==> src/rtl/pc_sequencer.sv <==
// Fetch-stage program counter sequencer: issues instruction fetches, follows
// jump/branch redirects (squashing in-flight fetches) and honours pipeline stalls.
module pc_sequencer #(
   parameter logic [7:0] RESET_PC = 8'h00
) (
   input  logic       clk,
   input  logic       rst_n,
   input  logic       stall,
   input  logic       jump,
   input  logic [7:0] jump_target,
   input  logic       branch_taken,
   input  logic [7:0] branch_target,
   input  logic [7:0] pc_plus4,
   input  logic       imem_ack,
   output logic [7:0] pc_out,
   output logic       imem_req,
   output logic       fetch_valid,
   output logic [7:0] fetch_pc
);

   typedef enum logic [1:0] {
      IDLE,
      REQ,
      STALL
   } state_t;

   state_t     state;
   logic       idle_done;
   logic       pending;
   logic       squash;
   logic [7:0] pend_target;

   logic       redirect;
   logic [7:0] redirect_target;

   // Jump outranks a simultaneous branch.
   assign redirect        = jump | branch_taken;
   assign redirect_target = jump ? jump_target : branch_target;

   always_ff @(posedge clk or negedge rst_n) begin
      if (!rst_n) begin
         state       <= IDLE;
         idle_done   <= 1'b0;
         pending     <= 1'b0;
         squash      <= 1'b0;
         pend_target <= 8'h00;
         pc_out      <= RESET_PC;
         imem_req    <= 1'b0;
         fetch_valid <= 1'b0;
         fetch_pc    <= 8'h00;
      end else begin
         fetch_valid <= 1'b0;
         case (state)
            IDLE: begin
               if (redirect)
                  pc_out <= redirect_target;
               // One full idle cycle is spent before the first request goes out.
               if (idle_done) begin
                  state    <= REQ;
                  imem_req <= 1'b1;
               end else begin
                  idle_done <= 1'b1;
               end
            end

            REQ: begin
               if (imem_ack) begin
                  if (pending)
                     pc_out <= pend_target;
                  else if (redirect)
                     pc_out <= redirect_target;
                  else
                     pc_out <= pc_plus4;
                  if (!(squash || redirect)) begin
                     fetch_valid <= 1'b1;
                     fetch_pc    <= pc_out;
                  end
                  pending <= 1'b0;
                  squash  <= 1'b0;
                  if (stall) begin
                     state    <= STALL;
                     imem_req <= 1'b0;
                  end
               end else if (redirect) begin
                  // The address is already on the bus, so remember where to go next.
                  pending     <= 1'b1;
                  squash      <= 1'b1;
                  pend_target <= redirect_target;
               end
            end

            STALL: begin
               if (redirect)
                  pc_out <= redirect_target;
               if (!stall) begin
                  state    <= REQ;
                  imem_req <= 1'b1;
               end
            end

            default: begin
               state    <= IDLE;
               imem_req <= 1'b0;
            end
         endcase
      end
   end

endmodule

==> config.mk <==
export PLATFORM = sky130hd
export DESIGN_NAME = pc_sequencer
export DESIGN_NICKNAME = d
export VERILOG_FILES = /design/src/rtl/pc_sequencer.sv
export SDC_FILE = /design/constraint.sdc
export NUM_CORES = 1
export LEC_CHECK = 0
export CAP_MARGIN = 5
export CORE_MARGIN = 4
export CORE_UTILIZATION = 49
export DETAILED_ROUTE_END_ITERATION = 12
export PLACE_DENSITY = 0.91
export SETUP_SLACK_MARGIN = 0.2
export SLEW_MARGIN = 20
export SYNTH_ARGS = -nofsm -noshare
export SYNTH_HDL_FRONTEND = slang
export SYNTH_SLANG_ARGS = --single-unit
==> constraint.sdc <==
create_clock -name clk -period 2.44 [get_ports clk]
set_clock_uncertainty 0.05 [all_clocks]
set_input_delay 0.61 -clock clk [delete_from_list [all_inputs] [get_ports clk]]
set_output_delay 0.61 -clock clk [all_outputs]
set_load 0.01 [all_outputs]
==> metrics.md, run 1 <==
| Metric | Value |
|---|---|
| CTS root buffer | clkbuf_4 |
| Worst slew margin | 66.15% |
| Post-synth top cells | dfrtp_1 (29), mux2_2 (14), mux2i_1 (9) |
| DR pass1 iterations | 4 |
| Syn avg cell area | 12.22 µm² |
| Initial Util | a little over half |
| Synth area leader | dfrtp_1 |
| Worst Path Max Fanout | 9 |
| Via count | 1129 |
| Sequential Area | about 730 µm² |
| # hold bufs at CTS | 0 |
| Min-Delay Path Class | reg -> reg |
| Slew @ Worst Pin | 0.5077 ns |
| Number of synthesized flops with an enable pin | 0 |
| Routability Congestion | 0.7900 |
| Drt wl/cell | 15.32 µm |
| # resized after CTS | 0 |
| FF-to-FF End | fetch_pc[0] |
| # diodes | 0 |
| Post-DP HPWL | 2.519 mm |
| Port Buf Inserts | 47 |
| FF-to-FF path depth | 3 |
| Max_cap viols | 0 |
| Synth cell types | 28 |
| Fin cells | 206 |
| Clock-pin slew on the worst setup and hold paths | 0.10 ns |
| Overall routing resource usage | ~17% |
| Worst path arrival time | 2.14 ns |
| Number of synthesized register bits | 29 |
| Critical path launch point type | input pin |
| Top-area cell type share of the netlist area | 49.49% |
| Largest net degree at the start of global routing | 30 |
| CTS tree | done |
| Power, Total | between 1.5 and 2 mW |
| R2R setup slack | 0.66 ns |
| Area growth, synth to finish | 39.42% |
| Number of CTS-inserted buffers | 5 |
| CTS Buffer Depth | 2 |
| Hold violation count in the final report | 0 |
| Period utilization | 80.75% |
| Core Area | 2805 µm² |
| Crit path from | imem_ack |
| Design area | 2044 µm² |
| Iter 0 DRT Violations | 30 |
| P_leak | 0.9227 nW |
| Status | complete, no violations |
| Req. time, crit path | 2.61 ns |
| Largest cells by area after synthesis | dfrtp_1 (49%), mux2_2 (11%), mux2_4 (8.2%) |
| Kind of critical path | in -> reg |
| Syn Inst Count | between 100 and 150 |
| Post-layout minimum cycle time | 1.970 ns |
| FP Rows | 19 |
| Synth Cell Area | 1466 µm² |
| Final setup fails | 0 |
| Fmax | around 510 MHz |
| Post-route setup TNS | 0 ns |
| Sequential fraction of the synthesis area | 49.49% |
| # Post-CTS Setup Buffers | 0 |
| Layout cells sized above 1 | 22.86% |
| Layout net count | ~200 |
| Total Wirelength | 3.156 mm |
| Most common cell in the netlist | dfrtp_1 |
| Worst R2R Start | squash |
| Remaining Overflow, GRT | 0 |
| Multi-input gate area | 686.9 µm² |
| Die Wd | 62.71 µm |
| Post-DRT Antenna Nets | 0 |
| Dominant synthesized flop cell | dfrtp_1 |
| Drc violations | 0 |
| H-tree Lvls | 2 |
| CP endpoint | fetch_pc[0] |
| Clk sink count | 29 |
| Via/cell ratio | 5.481 |
| Placed Cells | 198 |
| Yosys warnings | 0 |
| CP Capture Type | flop |
| Ports | between 40 and 50 |
| Initial antenna violation count | 0 |
| RSZ-0062 raised after global routing | no |
| Placed inst area | roughly 2000 µm² |
| Layout filler cell count | a little over 200 |
| Worst VDD drop | 0.0004949 V |
| First-pass GRT wire length | around 5.4 mm |
| Pins Over Slew Limit | 0 |
| Async S/R FF share, synth | 100.0% |
| Die area | between 3000 and 4000 µm² |
| Latest clock arrival within the worst-skew pair | 0.32 ns |
| DIE HEIGHT | 62.71 µm |
| Vias in the first global route | 1201 |
| Total power divided by cell area | approximately 960 nW/µm² |
| Synthesized netlist net count | 150 |
sequential cells by signal, indices dropped and copies added, names as in the netlist:
register / count
idle_done: 1
fetch_pc: 8
pend_target: 8
fetch_valid: 1
pc_out: 8
squash: 1
state: 2
worst max-delay path: stages:
cell and delay, ns:
clkdlybuf4s50_1 0.51, nand3b_1 0.10, or4_1 0.41, buf_4 0.20, mux2_4 0.31
metrics by stage:
step / worst slack (ns) / hold slack (ns) / util, %
4_1_cts: 0.4688 / 0.4369 / 72.88
3_5_place_dp: 0.1224 / 0.4170 / 70.92
3_3_place_gp: 0.1472 / 0.4097 / 70.92
2_1_floorplan: 0.6799 / 0.2644 / -
5_1_grt: 0.4417 / 0.4625 / 72.88
6_report: 0.4697 / 0.4320 / 72.88
cells in the final DEF, fill, tap and decap left out, types with 2 or more instances in the layout:
| cell type | n |
|---|---|
| a21boi_0 | 2 |
| nor2_1 | 2 |
| o31ai_1 | 7 |
| mux2i_1 | 9 |
| mux2_4 | 8 |
| clkbuf_4 | 5 |
| mux2_2 | 14 |
| clkdlybuf4s50_1 | 47 |
| and3_1 | 7 |
| buf_4 | 8 |
| nand3b_1 | 2 |
| o21bai_1 | 3 |
| nand2b_1 | 2 |
| clkinv_2 | 2 |
| a21oi_1 | 8 |
| inv_1 | 2 |
| nand3_1 | 7 |
| dfrtp_1 | 29 |
metal layers:
layer	GRT usage, %	vias up	share of wire (%)
li1	-	553	-
met1	19.72	525	43
met2	28.89	49	49
met3	5.576	2	7.6
met4	8.264	0	0.60
met5	0	-	0
final cells by class:
cell class,count,share of cell area (%)
Sequential cell,29,35.50
Inverter,2,0.3672
Clock buffer,5,1.836
Tap cell,31,1.897
Timing Repair Buffer,55,25.95
Multi-Input combinational cell,81,33.60
Clock inverter,3,0.8568
worst min-delay path by stage:
stage	endpoint	slack, ns	depth (start not counted)	startpoint
final	idle_done	0.43	1	idle_done
after global routing	idle_done	0.46	1	idle_done
after CTS	idle_done	0.44	1	idle_done
after detailed placement	idle_done	0.42	1	idle_done
after global placement	idle_done	0.41	1	idle_done
after floorplan	fetch_pc[0]	0.26	0	rst_n
power breakdown:
group / total (mW) / internal [mW] / switching [mW] / leakage [nW]
Sequential: 0.818 / 0.671 / 0.147 / 0.346
Clock: 0.279 / 0.108 / 0.171 / 0.0310
Combinational: 0.858 / 0.544 / 0.314 / 0.546
kinds of logic (layout without fill, tap and decap cells):
| family | after synthesis | count (layout) | share of synthesized area, % |
|---|---|---|---|
| AO/OA/AOI/OAI | 24 | 24 | 11.09 |
| buffers and inverters | 10 | 65 | 3.668 |
| flip-flops | 29 | 29 | 49.49 |
| AND/OR/NAND/NOR | 26 | 26 | 10.66 |
| multiplexers | 31 | 31 | 25.09 |
No activity file was read; power rests on OpenSTA's default activity.
==> run 2, diff against run 1 <==
CORE_UTILIZATION = 45   (was 49)
PLACE_DENSITY = 0.85   (was 0.91)
clock period = 1.9 ns   (was 2.44 ns; I/O delays follow)
==> run 2 against run 1 <==
  * Global-route usage grew 1.5 points
  * Setup slack lost 0.21 ns
  * Non-clock buffer count grew 11
  * Cell area grew 6.9%
  * Sequential cell count is the same
  * Wire length grew 13%
  * Clock-buffer cell count grew 2
  * Combinational power grew 28%
  * Via count grew 6.1%
  * Die area grew 7.7%
  * Clock power grew 92%
  * Worst hold slack gained 0.0025 ns
  * Highest routed layer unchanged
==> metrics.md, run 2 (synthesis results as in run 1) <==
| Metric | Value |
|---|---|
| Layout cells sized above 1 | 27.96% |
| CP endpoint | fetch_pc[4] |
| Worst R2R Start | state[0] |
| Via/cell ratio | 5.209 |
| Die Wd | 65.09 µm |
| Latest clock arrival within the worst-skew pair | 0.34 ns |
| Setup slack after layout | 0.2604 ns |
| Post-layout minimum cycle time | 1.640 ns |
| Drc violations | 0 |
| FF-to-FF End | fetch_pc[4] |
| Post-DRT Antenna Nets | 0 |
| Status | complete, no violations |
| FP Rows | 20 |
| Critical path launch point type | flop |
| Hold violation count in the final report | 0 |
| Multi-input gate area | ~700 µm² |
| RSZ-0062 raised after global routing | yes |
| Largest net degree at the start of global routing | 30 |
| Via count | about 1200 |
| P_leak | 1.056 nW |
| Pins Over Slew Limit | 0 |
| Port Buf Inserts | 47 |
| Req. time, crit path | 2.07 ns |
| Initial Util | 47.64% |
| Slew @ Worst Pin | 0.3612 ns |
| Clock-pin slew on the worst setup and hold paths | 0.09 ns |
| Max_cap viols | 0 |
| # hold bufs at CTS | 0 |
| CTS root buffer | clkbuf_4 |
| Min-Delay Path Class | reg -> reg |
| H-tree Lvls | 2 |
| CTS Buffer Depth | 2 |
| Area growth, synth to finish | 48.98% |
| Sequential Area | 725.7 µm² |
| Post-DP HPWL | 2.544 mm |
| Most common cell after layout, fill and taps aside | dfrtp_1 |
| Post-Route Hold Slack | 0.4346 ns |
| Pre-CTS WS | -0.2604 ns |
| Hold path cells | 1 |
| # diodes | 0 |
| Number of CTS-inserted buffers | 5 |
| Top flop regs | fetch_pc (8), pc_out (8), pend_target (8) |
| Vias in the first global route | 1218 |
| Kind of critical path | reg -> reg |
| Placed inst area | a little over 2000 µm² |
| Fmax | 609.9 MHz |
| Ports | 48 |
| Crit path from | state[0] |
| Design area | around 2200 µm² |
| Worst path arrival time | 1.81 ns |
| Die area | 4236 µm² |
| R2R setup slack | ~0.26 ns |
| Period utilization | 86.30% |
| First-pass GRT wire length | slightly below 6 mm |
| Core Area | slightly above 3000 µm² |
| Clk sink count | 29 |
| DR pass1 iterations | 4 |
| Total power divided by cell area | approximately 1200 nW/µm² |
| Worst Path Max Fanout | 5 |
| DIE HEIGHT | about 65 µm |
| Hold Crit Start | idle_done |
| CP Capture Type | flop |
| Most frequent cells in the layout | dfrtp_1 (29), clkdlybuf4s50_1 (26), dlygate4sd2_1 (19) |
| Total Wirelength | 3.553 mm |
| FF-to-FF path depth | 5 |
| Final setup fails | 0 |
| Drt wl/cell | 15.45 µm |
| Layout filler cell count | ~230 |
| Layout net count | roughly 220 |
| Worst slew margin | between 70% and 80% |
| Overall routing resource usage | a little under a fifth |
| Routability Congestion | ~0.79 |
| Remaining Overflow, GRT | 0 |
| Worst VDD drop | 0.0005758 V |
| CTS tree | done |
| Iter 0 DRT Violations | 43 |
| Initial antenna violation count | 0 |
==> run 2: cell count changes in the layout (fill, tap and decap cells not counted), sizes merged, moves of 2 or more <==
| cell | change |
|---|---|
| buf | +11 |
| clkbuf | +2 |
| clkdlybuf4s50 | -21 |
| clkinv | -2 |
| dlygate4sd2 | +19 |
| dlymetal6s2s | +2 |
==> run 2: through the flow <==
| stage | TNS (ns) | util (%) | power (mW) | cells |
|---|---|---|---|---|
| floorplan | 0 | - | 1.618 | 120 |
| global placement | -3.322 | 66.14 | 2.145 | 215 |
| detailed placement | -4.162 | 66.14 | 2.205 | 215 |
| CTS | 0 | 70.20 | 2.656 | 229 |
| global route | 0 | 70.98 | 2.822 | 230 |
| finish | 0 | 70.98 | 2.652 | 230 |
==> run 2: worst max-delay path, cell delays in order, from the launching register on <==
cell,delay (ns)
dfrtp_1,0.37
buf_6,0.12
nand3b_1,0.09
or4_4,0.44
buf_6,0.16
mux2_4,0.29
==> run 2: timing repair <==
item	CTS	global route
gates resized for setup	26	5
gates cloned	1	0
pin swaps	3	1
buffers inserted	5	1
endpoints found under the setup margin	34	23
==> run 2: how the worst min path moves through the flow <==
stage,to,slack [ns]
floorplan,fetch_pc[0],0.13
global placement,idle_done,0.41
detailed placement,idle_done,0.42
CTS,idle_done,0.44
global route,idle_done,0.46
finish,idle_done,0.43
==> run 2: report_power, final <==
part	internal, mW	switching, mW	leakage, nW	total, mW
registers	0.862	0.159	0.346	1.02
clock network	0.314	0.221	0.0455	0.535
logic	0.633	0.463	0.664	1.10
==> run 2: per-layer routing <==
metal | GRT usage (%) | wire length, µm | vias to the layer above | share of wire, %
li1 | - | - | 572 | -
met1 | 21.18 | 1518 | 569 | 43
met2 | 31.29 | 1735 | 49 | 49
met3 | 5.026 | 192 | 8 | 5.4
met4 | 11.66 | 107 | 0 | 3.0
met5 | 0 | 0 | - | 0
==> run 2: final cells by class <==
cell class              count  share of cell area [%]
flip-flops and latches     29                   33.22
well taps                  44                   2.520
clock inverters             1                   1.375
repair buffers             66                   28.06
multi-input cells          81                   31.96
clock buffers               7                   2.520
inverters                   2                  0.3436
==> run 3, diff against run 2 <==
SLEW_MARGIN = 0   (was 20)
==> results of run 3 <==
Same layout as run 2: the final DEF is identical, and so are final timing and power.
